===== config.mk =====
export PLATFORM = sky130hd
export DESIGN_NAME = fsk_top
export DESIGN_NICKNAME = d
export VERILOG_FILES = /design/src/rtl/fsk_top.sv
export SDC_FILE = /design/constraint.sdc
export NUM_CORES = 1
export LEC_CHECK = 0
export ABC_AREA = 1
export BUFFER_PORTS_ARGS = -buffer_cell sky130_fd_sc_hd__buf_2
export CORE_ASPECT_RATIO = 0.9
export CORE_MARGIN = 4
export CORE_UTILIZATION = 43
export DETAILED_ROUTE_END_ITERATION = 10
export PLACE_DENSITY_LB_ADDON = 0.2
export RECOVER_POWER = 100
export SLEW_MARGIN = 20
export SYNTH_ARGS = -nofsm -noshare
export SYNTH_HDL_FRONTEND = slang
export SYNTH_SLANG_ARGS = --single-unit
export TNS_END_PERCENT = 5

===== constraint.sdc =====
create_clock -name clk -period 8.39 [get_ports clk]
set_input_delay 1.678 -clock clk [delete_from_list [all_inputs] [get_ports clk]]
set_output_delay 1.678 -clock clk [all_outputs]
set_load 0.05 [all_outputs]

===== src/rtl/fsk_top.sv =====
`timescale 1ns/100ps
// fsk_top: two-channel FSK modulator with a windowed edge-counting demodulator.
// The modulator gates one of two carriers onto modulator_out according to the
// data bits. The demodulator counts rising edges of the line and of each
// reference carrier over a fixed window, then reports the closer tone.
module fsk_top #(
  parameter int WIN = 16,  // decision window length in clk cycles (4..255)
  parameter int TOL = 1,   // max rising-edge count mismatch for a tone match
  parameter int CW  = 8    // edge-counter width, 2^CW > WIN
) (
  input  logic clk,
  input  logic rst_n,
  input  logic data1,
  input  logic data2,
  input  logic f1,
  input  logic f2,
  output logic q1,
  output logic q2
);

  // Bit order in the synchronizer vectors: {data1, data2, f1, f2}.
  logic [3:0] sync_a;
  logic [3:0] sync_b;
  logic       data1_s;
  logic       data2_s;
  logic       f1_s;
  logic       f2_s;

  logic       modulator_out;

  logic       mod_d;
  logic       f1_d;
  logic       f2_d;
  logic       mod_rise;
  logic       f1_rise;
  logic       f2_rise;

  logic [7:0] win_cnt;
  logic       win_end;

  logic [CW-1:0] cm;
  logic [CW-1:0] c1;
  logic [CW-1:0] c2;
  logic [CW-1:0] cm_nx;
  logic [CW-1:0] c1_nx;
  logic [CW-1:0] c2_nx;
  logic [CW-1:0] d1;
  logic [CW-1:0] d2;
  logic          q1_nx;
  logic          q2_nx;

  // Unsigned distance between two counts; the subtraction order avoids wrap.
  function automatic logic [CW-1:0] abs_diff(input logic [CW-1:0] a,
                                             input logic [CW-1:0] b);
    return (a >= b) ? (a - b) : (b - a);
  endfunction

  // Saturating increment so a runaway carrier cannot wrap a count to zero.
  function automatic logic [CW-1:0] sat_inc(input logic [CW-1:0] v,
                                            input logic          en);
    return (en && (v != '1)) ? v + 1'b1 : v;
  endfunction

  assign data1_s = sync_b[3];
  assign data2_s = sync_b[2];
  assign f1_s    = sync_b[1];
  assign f2_s    = sync_b[0];

  // Two-flop synchronizers for all asynchronous inputs.
  always_ff @(posedge clk or negedge rst_n) begin
    // NOTE: sequential state uses <= so every flop samples pre-edge values.
    if (!rst_n) begin
      sync_a <= '0;
      sync_b <= '0;
    end else begin
      sync_a <= {data1, data2, f1, f2};
      sync_b <= sync_a;
    end
  end

  // Registered modulator: data1 has priority over data2.
  always_ff @(posedge clk or negedge rst_n) begin
    if (!rst_n)       modulator_out <= 1'b0;
    else if (data1_s) modulator_out <= f1_s;
    else if (data2_s) modulator_out <= f2_s;
    else              modulator_out <= 1'b0;
  end

  // One-cycle delayed copies for rising-edge detection.
  always_ff @(posedge clk or negedge rst_n) begin
    if (!rst_n) begin
      mod_d <= 1'b0;
      f1_d  <= 1'b0;
      f2_d  <= 1'b0;
    end else begin
      mod_d <= modulator_out;
      f1_d  <= f1_s;
      f2_d  <= f2_s;
    end
  end

  // Rising-edge pulses plus next counter values and the tone decision.
  always_comb begin
    // NOTE: every output gets a default first so no path can infer a latch.
    mod_rise = 1'b0;
    f1_rise  = 1'b0;
    f2_rise  = 1'b0;
    mod_rise = modulator_out & ~mod_d;
    f1_rise  = f1_s & ~f1_d;
    f2_rise  = f2_s & ~f2_d;
    // An edge in the window-end cycle still belongs to the closing window.
    cm_nx = sat_inc(cm, mod_rise);
    c1_nx = sat_inc(c1, f1_rise);
    c2_nx = sat_inc(c2, f2_rise);
    d1    = abs_diff(cm_nx, c1_nx);
    d2    = abs_diff(cm_nx, c2_nx);
    // Ties go to q1, which also keeps q1 and q2 mutually exclusive.
    q1_nx = (cm_nx != '0) && (int'(d1) <= TOL) && (d1 <= d2);
    q2_nx = (cm_nx != '0) && (int'(d2) <= TOL) && (d2 < d1);
  end

  assign win_end = (win_cnt == 8'(WIN - 1));

  // Free-running window counter 0..WIN-1.
  always_ff @(posedge clk or negedge rst_n) begin
    if (!rst_n)       win_cnt <= '0;
    else if (win_end) win_cnt <= '0;
    else              win_cnt <= win_cnt + 8'd1;
  end

  // Per-window edge counters, cleared after each window end.
  always_ff @(posedge clk or negedge rst_n) begin
    if (!rst_n) begin
      cm <= '0;
      c1 <= '0;
      c2 <= '0;
    end else if (win_end) begin
      cm <= '0;
      c1 <= '0;
      c2 <= '0;
    end else begin
      cm <= cm_nx;
      c1 <= c1_nx;
      c2 <= c2_nx;
    end
  end

  // Decision outputs update only at window end and hold otherwise.
  always_ff @(posedge clk or negedge rst_n) begin
    if (!rst_n) begin
      q1 <= 1'b0;
      q2 <= 1'b0;
    end else if (win_end) begin
      q1 <= q1_nx;
      q2 <= q2_nx;
    end
  end

endmodule


==> results of run 1 <==
worst max-delay path, delay by kind of cell (launching register included):
kind,cells,cell delay [ns]
adder cells (fa/ha/maj),3,0.88
XOR/XNOR,1,0.29
flip-flops,1,0.41
AO/OA/AOI/OAI,3,1.05
AND/OR/NAND/NOR,17,2.05
buffers and inverters,5,0.52
path summary, 6_finish.rpt:
| path | start | endpoint | slack, ns |
|---|---|---|---|
| min | sync_a[0] | sync_b[0] | 0.35 |
| max | c2[0] | q1 | 3.11 |
| max reg2reg | c2[0] | q1 | 3.11 |
| min in group asynchronous | rst_n | sync_a[3] | 2.14 |
| max in group asynchronous | rst_n | mod_d | 4.84 |
| min reg2reg | sync_a[0] | sync_b[0] | 0.35 |
routing by layer:
layer,routed length [µm],track usage [%],vias up
met1,5210,26.0,1773
li1,-,-,1982
met5,0,0,-
met3,314,1.92,17
met4,151,3.69,0
met2,4670,29.1,74
kinds of logic (layout without fill, tap and decap cells):
| kind of cell | after synthesis | count (layout) | synth area share [%] |
|---|---|---|---|
| compound gates | 58 | 58 | 7.71 |
| xor+xnor | 23 | 23 | 4.53 |
| fa+ha+maj | 38 | 38 | 11.4 |
| buf+inv | 110 | 122 | 9.51 |
| flops | 46 | 46 | 25.9 |
| simple gates | 348 | 348 | 41.0 |
flip-flops by register name (all words and copies together), names as in the netlist:
signal         flops
c1                 8
c2                 8
modulator_out      1
win_cnt            8
q2                 1
mod_d              1
f1_d               1
q1                 1
f2_d               1
sync_a             4
cm                 8
sync_b             4
power groups by stage:
| stage | combinational, mW | sequential, mW | clock [mW] |
|---|---|---|---|
| floorplan | 0.231 | 0.239 | 0 |
| global placement | 0.298 | 0.236 | 0 |
| detailed placement | 0.304 | 0.237 | 0 |
| CTS | 0.306 | 0.232 | 0.241 |
| global route | 0.348 | 0.233 | 0.251 |
| finish | 0.303 | 0.232 | 0.238 |
cells in the mapped netlist (2+ instances only):
| library cell | number |
|---|---|
| nor3_1 | 10 |
| nand3_1 | 53 |
| nor2_4 | 2 |
| dfrtp_1 | 46 |
| a21oi_1 | 27 |
| o21bai_1 | 3 |
| ha_1 | 34 |
| nand2_1 | 157 |
| nand2_8 | 6 |
| o21ai_0 | 12 |
| nand2_2 | 17 |
| xor2_1 | 19 |
| fa_1 | 4 |
| nor2_1 | 53 |
| nand2_4 | 12 |
| clkbuf_1 | 3 |
| o21ai_2 | 2 |
| nand3b_1 | 3 |
| nor2_2 | 10 |
| nand4_1 | 6 |
| inv_1 | 95 |
| o21ai_1 | 7 |
| nand3_4 | 4 |
| nand3_2 | 11 |
| inv_2 | 10 |
| xnor2_1 | 4 |
cell type report:
type	count	share of cell area (%)
clock buffer	5	2.62
clock inverter	3	1.02
inverter	106	8.38
multi-input combinational	467	59.9
sequential	46	24.1
tap	126	3.30
timing repair buffer	8	0.733
per-stage QoR:
step | power [mW] | setup slack [ns] | utilization [%] | hold WS [ns] | instance area [µm²]
2_1_floorplan | 0.470 | 4.46 | - | 0.331 | 4450
3_3_place_gp | 0.535 | 3.91 | 46.9 | 0.331 | 4630
3_5_place_dp | 0.540 | 3.84 | 46.9 | 0.337 | 4630
4_1_cts | 0.779 | 3.81 | 48.6 | 0.353 | 4800
5_1_grt | 0.832 | 2.57 | 48.4 | 0.361 | 4780
6_report | 0.773 | 3.11 | 48.4 | 0.351 | 4780
==> results.md, run 1 <==
* Switching Fraction at 37.9%
* Drt wl/cell at 13.6 µm
* Io pins at 8
* RSZ-0062 raised after global routing: no
* Critical path's most frequent cell: nand2_1
* Syn avg cell area at 7.14 µm²
* Internal at 480 µW
* Starting density of the core at 45.0%
* Sink Count at 46
* Drt pass-1 iters at 5
* CTS Buffer Depth at 2
* Fin Setup TNS at 0 ns
* Die area at 12000 µm²
* CTS tree: built
* Max Slew Vio Count at 47
* Worst-path clk slew at 0.07 ns
* Core area at 9870 µm²
* Ratio of total power to cell area at 162 nW/µm²
* Post-synthesis sequential area ratio at 25.9%
* Num rows at 34
* Leak at 2.67 nW
* Commonest cells after routing, fill and taps aside: nand2_1 (158), inv_1 (96), nand3_1 (53)
* Final #Nets at 678
* Syn Inst Count at 623
* Status: complete, but fails checks
* Initial antenna violation count at 0
* Vias in the first global route at 3806
* Clock group share of total power at 30.8%
* Final HPWL DP at 8.33 mm
* Gp weighted congestion at 0.864
* Switch Pwr at 293 µW
* Combinational share of power at 39.2%
* Post-cts gate resize count at 0
* Commonest non-fill, non-tap cell in the layout: nand2_1
* # diodes at 0
* Final setup skew at 0.00832 ns
* First-pass GRT wire length at 17.9 mm
* Synth warnings at 0
* Total Routing Usage GR at 18.0%
* Filler cells at 995
* R2R depth at 29
* Max-cap violations at 1
* CTS Buf Count at 5
* Net Count, Synth at 667
* Syn Std Cell Area at 4450 µm²
* Main synth FF type: dfrtp_1
* GRT overflow at 0
* First DRT Iteration DRCs at 204
* Startpoint Class: flop
* Power share of the sequential group at 30.0%
* Setup violations, final at 0
* Crit-path max cell delay at 0.73 ns
* Area growth syn-to-layout at 7.49%
* Worst Path Required at 8.63 ns
* Violated checks: capacitance limit, slew limit
* Max_slew headroom at -65.0%
* Post-Route WL at 10.3 mm
* Max IR drop VDD at 0.102 mV
* CTS HTree Levels at 2
* Worst-margin pin slew at 2.47 ns
* Share of the synthesized area in the top cell type at 25.9%
* DIE WIDTH at 115 µm
* Drt drc at 0
* Arrival @ worst endpoint at 5.51 ns
* Layout cells sized above 1 at 14.2%
* Fin cells at 761
* Achievable Freq at 190 MHz
* Top cells by area, synth: dfrtp_1 (26%), nand2_1 (13%), ha_1 (9.6%), inv_1 (8.0%), nand3_1 (6.0%)
* Setup crit end kind: flop
* Final Cycle Share at 62.9%
* Critical Path Fanout Max at 8
* Placed Instances at 753
* Fin. Hold Viols at 0
* Hold/Removal Path Class: flop to flop
* Hold Crit Depth at 0
* Kind of critical path: flop to flop
* Root buf cell: clkbuf_16
* Setup Buffers After CTS at 0
* Post-synth EDFFs at 0
* Register area at 1150 µm²
* Slowest CP cell: a21boi_0
* Die Y at 104 µm
* Flops & latches, synth at 46
* Insertion delay to the later sink of the worst-skew pair at 0.29 ns
* Async set or reset register ratio after synthesis at 100%
* Vias at 3846
* Antenna Violating Nets Remaining at 0
* Cts hold-fix bufs at 0
* Yosys cell types at 39
* Largest net degree at the start of global routing at 47
* Port Buffers at 7
* Yosys top cell by area: dfrtp_1
* Area of the multi-input gates at 2860 µm²
* Final Critical Period at 5.28 ns
* Via/cell ratio at 5.05
No activity file was read; power rests on OpenSTA's default activity.
==> inputs of run 2 (changes only) <==
- clock period: 8.39 -> 4.5 ns (I/O delays scaled with it)
==> run 2 against run 1 <==
The run still ends with capacitance limit, slew limit left. Clock power grew 66%. Via count grew 5.1%. First-iteration DRC count grew 17%. Hold slack lost 0.00077 ns. Core utilization grew 3.5 points. Flip-flop and latch count is the same. Sequential share of layout area shrank 1.6 points. Cell area grew 7.3%. Highest routed layer unchanged.
==> results.md, run 2 (synthesized netlist as in run 1, its figures left out) <==
* Commonest non-fill, non-tap cell in the layout: nand2_1
* GRT overflow at 0 (unchanged)
* Fin. Hold Viols at 0 (unchanged)
* Violated checks: capacitance limit, slew limit
* Max IR drop VDD at 0.177 mV (+73%)
* Critical Path Fanout Max at 8 (unchanged)
* DIE WIDTH at 115 µm (unchanged)
* Worst-margin pin slew at 2.50 ns (+0.0283 ns)
* Final setup skew at 0.00504 ns (-0.00328 ns)
* Starting density of the core at 45.0% (unchanged)
* Drt pass-1 iters at 5 (unchanged)
* Status: complete, but fails checks
* Placed Instances at 763 (+1.3%)
* Filler cells at 948 (-4.7%)
* Ratio of total power to cell area at 281 nW/µm² (+74%)
* Max-cap violations at 1 (unchanged)
* Startpoint Class: flop
* R2r setup slk at 0.34 ns (-2.78 ns)
* Kind of critical path: flop to flop
* Worst-path clk slew at 0.07 ns (about the same)
* Post-Route WL at 10.6 mm (+2.3%)
* Slowest CP cell: dfrtp_1
* Area growth syn-to-layout at 15.4%
* Arrival @ worst endpoint at 4.40 ns (-1.11 ns)
* Crit-path max cell delay at 0.41 ns (-0.32 ns)
* Drt drc at 0 (unchanged)
* CTS Buffer Depth at 2 (unchanged)
* CP startpoint: c2[0]
* Final Critical Period at 4.16 ns (-1.11 ns)
* Post-route cell area at 5130 µm² (+7.3%)
* Initial antenna violation count at 0 (unchanged)
* Final Cycle Share at 92.5% (+30 points)
* Port Buffers at 7 (unchanged)
* Hold/Removal Path Class: flop to flop
* Final #Nets at 704 (+3.8%)
* Worst path top cell family by delay: simple AND/OR/NAND/NOR gates
* First-pass GRT wire length at 18.2 mm (+1.7%)
* CTS tree: built
* Fin Setup TNS at 0 ns (unchanged)
* Setup crit end kind: flop
* Vias at 4042 (+5.1%)
* Core area at 9870 µm² (unchanged)
* Via/cell ratio at 5.14 (+1.6%)
* Num rows at 34 (unchanged)
* Leak at 2.82 nW (+5.5%)
* Max_slew headroom at -66.9% (-1.9 points)
* Die area at 12000 µm² (unchanged)
* Fin cells at 787 (+3.4%)
* Max Slew Vio Count at 47 (unchanged)
* R2R depth at 28 (-3.4%)
* Root buf cell: clkbuf_16
* Commonest cells after routing, fill and taps aside: nand2_1 (155), inv_1 (94), nand3_1 (51), nor2_1 (51), dfrtp_1 (46)
* Worst setup endpoint: q1
* Setup violations, final at 0 (unchanged)
* Total Routing Usage GR at 18.3% (+0.22 points)
* Die Y at 104 µm (unchanged)
* FF-to-FF End: q1
* First DRT Iteration DRCs at 238 (+17%)
* Worst Path Required at 4.73 ns (-3.90 ns)
* Utilization after layout at 52.0% (+3.5 points)
* RR Startpoint: c2[0]
* # diodes at 0 (unchanged)
* Insertion delay to the later sink of the worst-skew pair at 0.29 ns (about the same)
* Final HPWL DP at 8.28 mm (-0.55%)
* Achievable Freq at 240 MHz (+27%)
* CP bufs+invs at 4 (-1)
* WP depth at 28 (-3.4%)
* RSZ-0062 raised after global routing: yes
* Vias in the first global route at 3867 (+1.6%)
* Gp weighted congestion at 0.953 (+10%)
* CTS Buf Count at 5 (unchanged)
* Critical path's most frequent cell: nand2_1
* Largest net degree at the start of global routing at 47 (unchanged)
* Layout cells sized above 1 at 21.8% (+7.6 points)
* Placed inst area at 4700 µm² (+1.6%)
* Drt wl/cell at 13.4 µm (-1.1%)
* CTS HTree Levels at 2 (unchanged)
* Antenna Violating Nets Remaining at 0 (unchanged)
* Io pins at 8 (unchanged)
* Sink Count at 46 (unchanged)
[run 2: per-layer routing]
metal	GRT usage, %	routed length (µm)	up-vias
met5	0	0	-
met4	3.44	131	0
met3	2.33	361	19
met2	29.3	4920	89
met1	26.4	5170	1907
li1	-	-	2027
[run 2: cell type report]
type | instances | area (µm²) | share of cell area [%]
clock buffers | 5 | 125 | 2.44
clock inverters | 3 | 27.5 | 0.537
inverters | 106 | 403 | 7.86
multi-input cells | 467 | 3030 | 59.1
flip-flops and latches | 46 | 1150 | 22.4
well taps | 126 | 158 | 3.07
repair buffers | 34 | 233 | 4.54
[run 2: timing repair]
item | in CTS | in global routing
setup endpoints to repair | 2 | 2
gates resized for setup | 1 | 32
hold buffers | 0 | 0
setup buffers | 0 | 16
endpoints found under the hold margin | 0 | 0
pin swaps | 0 | 17
[run 2: how the worst min path moves through the flow]
stage	startpoint	end	slack (ns)	cells after the start
finish	sync_a[3]	sync_b[3]	0.35	0
global route	sync_a[0]	sync_b[0]	0.36	0
CTS	sync_a[3]	sync_b[3]	0.35	0
detailed placement	sync_a[3]	sync_b[3]	0.34	0
global placement	sync_a[3]	sync_b[3]	0.33	0
floorplan	sync_a[0]	sync_b[0]	0.33	0
[run 2: stage by stage]
step / total power, mW / setup WS, ns / hold slack (ns)
after floorplan: 0.876 / 0.570 / 0.331
after global placement: 0.999 / 0.0739 / 0.332
after detailed placement: 1.01 / -0.0726 / 0.336
after CTS: 1.41 / 0.00776 / 0.353
after global routing: 1.56 / -0.0619 / 0.359
final: 1.44 / 0.336 / 0.350
[run 2: report_power, final]
part           leakage (nW)  internal (mW)  switching (mW)
sequential            0.606          0.425         0.00830
combinational          2.14          0.236           0.377
clock                0.0723          0.212           0.183
total                  2.82          0.874           0.569
==> inputs of run 3 (changes only) <==
- CORE_UTILIZATION: 43 -> 58
==> run 3 against run 2 <==
The run still ends with capacitance limit, slew limit left. Die area shrank 24%. Count of clock-buffer cells in the layout is the same. First-iteration DRC count shrank 13%. Largest power group unchanged. Combinational power shrank 3.6%. Clock skew grew 0.0055 ns. Via count shrank 1.3%. Sequential share of layout area grew 1.1 points. Worst setup slack lost 0.089 ns. Core utilization grew 13 points. Sequential power is essentially flat. Hold slack gained 0.0085 ns. Highest routed layer unchanged. Global-route usage grew 5.0 points.
==> results.md, run 3 (synthesized netlist as in run 1, its figures left out) <==
* Root buf cell: clkbuf_8
* Starting density of the core at 59.2% (+14 points)
* Insertion delay to the later sink of the worst-skew pair at 0.31 ns (+0.02 ns)
* Worst-path clk slew at 0.10 ns (+0.03 ns)
* Post-Route WL at 10.8 mm (+2.1%)
* Drt wl/cell at 14.5 µm (+8.1%)
* Switching Fraction at 42.3% (+2.9 points)
* Final setup skew at 0.0106 ns (+0.00553 ns)
* Num rows at 30 (-12%)
* Gp weighted congestion at 0.902 (-5.4%)
* Final Critical Period at 4.25 ns (+0.0891 ns)
* Clock group share of total power at 21.9% (-5.5 points)
* Vias at 3990 (-1.3%)
* Max IR drop VDD at 0.173 mV (-2.2%)
* Power share of the sequential group at 33.1% (+3.0 points)
* Max-cap violations at 1 (unchanged)
* Fin cells at 743 (-5.6%)
* Leak at 2.74 nW (-2.8%)
* Io pins at 8 (unchanged)
* Total Routing Usage GR at 23.2% (+5.0 points)
* Combinational share of power at 45.1% (+2.6 points)
* Via/cell ratio at 5.37 (+4.6%)
* DIE WIDTH at 100 µm (-13%)
* Sink Count at 46 (unchanged)
* Area growth syn-to-layout at 10.1%
* Core area at 7510 µm² (-24%)
* Final Cycle Share at 94.5% (+2.0 points)
* Status: complete, but fails checks
* Largest net degree at the start of global routing at 47 (unchanged)
* Worst slack, placed at -0.0329 ns (+0.0396 ns)
* Port Buffers at 7 (unchanged)
* Commonest non-fill, non-tap cell in the layout: nand2_1
* Commonest cells after routing, fill and taps aside: nand2_1 (158), inv_1 (94), nor2_1 (50)
* Violated checks: capacitance limit, slew limit
* Achievable Freq at 235 MHz (-2.1%)
* First DRT Iteration DRCs at 207 (-13%)
* Setup crit end kind: flop
* Layout cells sized above 1 at 19.9% (-1.8 points)
* Max_slew headroom at -68.3% (-1.4 points)
* Startpoint Class: flop
* Max Slew Vio Count at 47 (unchanged)
* # diodes at 0 (unchanged)
* Arrival @ worst endpoint at 4.50 ns (+0.10 ns)
* Fin. Hold Viols at 0 (unchanged)
* Drt drc at 0 (unchanged)
* Cts hold-fix bufs at 0 (unchanged)
* Switch Pwr at 556 µW (-2.2%)
* Initial antenna violation count at 0 (unchanged)
* Setup violations, final at 0 (unchanged)
* Final WS setup at 0.247 ns (-0.0891 ns)
* Internal at 758 µW (-13%)
* CTS HTree Levels at 2 (unchanged)
* Drt pass-1 iters at 5 (unchanged)
* Placed Instances at 728 (-4.6%)
* Power Total at 1.31 mW (-8.9%)
* First-pass GRT wire length at 17.3 mm (-5.0%)
* Antenna Violating Nets Remaining at 0 (unchanged)
* Ratio of total power to cell area at 269 nW/µm² (-4.5%)
* CTS Buf Count at 5 (unchanged)
* Worst hold slack at 0.359 ns (+0.00855 ns)
* Final HPWL DP at 8.23 mm (-0.57%)
* Die area at 9130 µm² (-24%)
* Die Y at 91.1 µm (-13%)
* CTS Buffer Depth at 2 (unchanged)
* Kind of critical path: flop to flop
* Final #Nets at 690 (-2.0%)
* RSZ-0062 raised after global routing: yes
* Worst Path Required at 4.75 ns (+0.02 ns)
* Worst-margin pin slew at 2.52 ns (+0.0214 ns)
* GRT overflow at 0 (unchanged)
* Hold/Removal Path Class: flop to flop
* CTS tree: built
* Vias in the first global route at 3719 (-3.8%)
* Critical Path Fanout Max at 8 (unchanged)
run 3: cell types whose count changed in the layout (fill, tap and decap cells not counted), moves of 3 or more:
cell,delta
buf_4,-14
clkbuf_16,-5
clkbuf_8,+5
nand2_1,+3
run 3: final timing paths:
check | cells past startpoint | slack [ns] | to | startpoint
setup / recovery | 26 | 0.25 | q1 | cm[0]
hold / removal | 0 | 0.36 | sync_b[3] | sync_a[3]
setup reg to reg | 26 | 0.25 | q1 | cm[0]
hold reg to reg | 0 | 0.36 | sync_b[3] | sync_a[3]
max in group asynchronous | 1 | 1.71 | win_cnt[6] | rst_n
min in group asynchronous | 1 | 1.36 | c2[2] | rst_n
run 3: repair_timing:
action | CTS | global route
pin swaps | 0 | 10
gates resized for setup | 2 | 28
setup buffers | 0 | 7
setup endpoints to repair | 2 | 2
run 3: critical path, stage by stage, from the launching register on:
cell and delay [ns]:
dfrtp_1 0.46, ha_1 0.28, nand2_2 0.09, nor2_4 0.12
nand2_4 0.10, nand2_8 0.12, inv_2 0.08, o21ai_0 0.29
ha_2 0.40, inv_1 0.16, o21bai_2 0.12, a21boi_2 0.20
nand3_4 0.14, inv_4 0.12, nand2_1 0.06, nand2_1 0.08
inv_1 0.05, ha_1 0.30, nand2_1 0.08, o21a_1 0.18
o221ai_1 0.19, nor2_1 0.07, nor2_1 0.14, nand3_1 0.10
nor2_1 0.13, nand3_1 0.09, nand2_1 0.07
run 3: power by group through the flow:
stage	clock (mW)	sequential, mW	combinational, mW
global placement	0	0.441	0.556
CTS	0.297	0.434	0.567
floorplan	0	0.445	0.430
global route	0.310	0.436	0.677
detailed placement	0	0.442	0.563
finish	0.287	0.434	0.592
run 3: final cells by class:
type                            instances  area [µm²]
Sequential cell                        46        1150
Multi-Input combinational cell        467        3000
Inverter                              106         400
Timing Repair Buffer                   20         128
Clock inverter                          3        26.3
Clock buffer                            5        68.8
Tap cell                               96         120
Fill cell                             666        2610
run 3: stage by stage:
stage	area, µm²	utilization, %	setup TNS [ns]
2_1_floorplan	4450	-	0
3_3_place_gp	4630	61.6	0
3_5_place_dp	4630	61.6	-0.0329
4_1_cts	4730	63.1	0
6_report	4890	65.2	0
5_1_grt	4890	65.2	-0.131
run 3: metal layers:
| metal | routed length [µm] | global-route usage [%] | share of wire (%) | vias up |
|---|---|---|---|---|
| met2 | 5090 | 38.3 | 47 | 119 |
| met5 | 0 | 0 | 0 | - |
| met1 | 5070 | 32.9 | 47 | 1859 |
| met4 | 46 | 2.13 | 0.43 | 0 |
| li1 | - | - | - | 2002 |
| met3 | 600 | 4.22 | 5.6 | 10 |
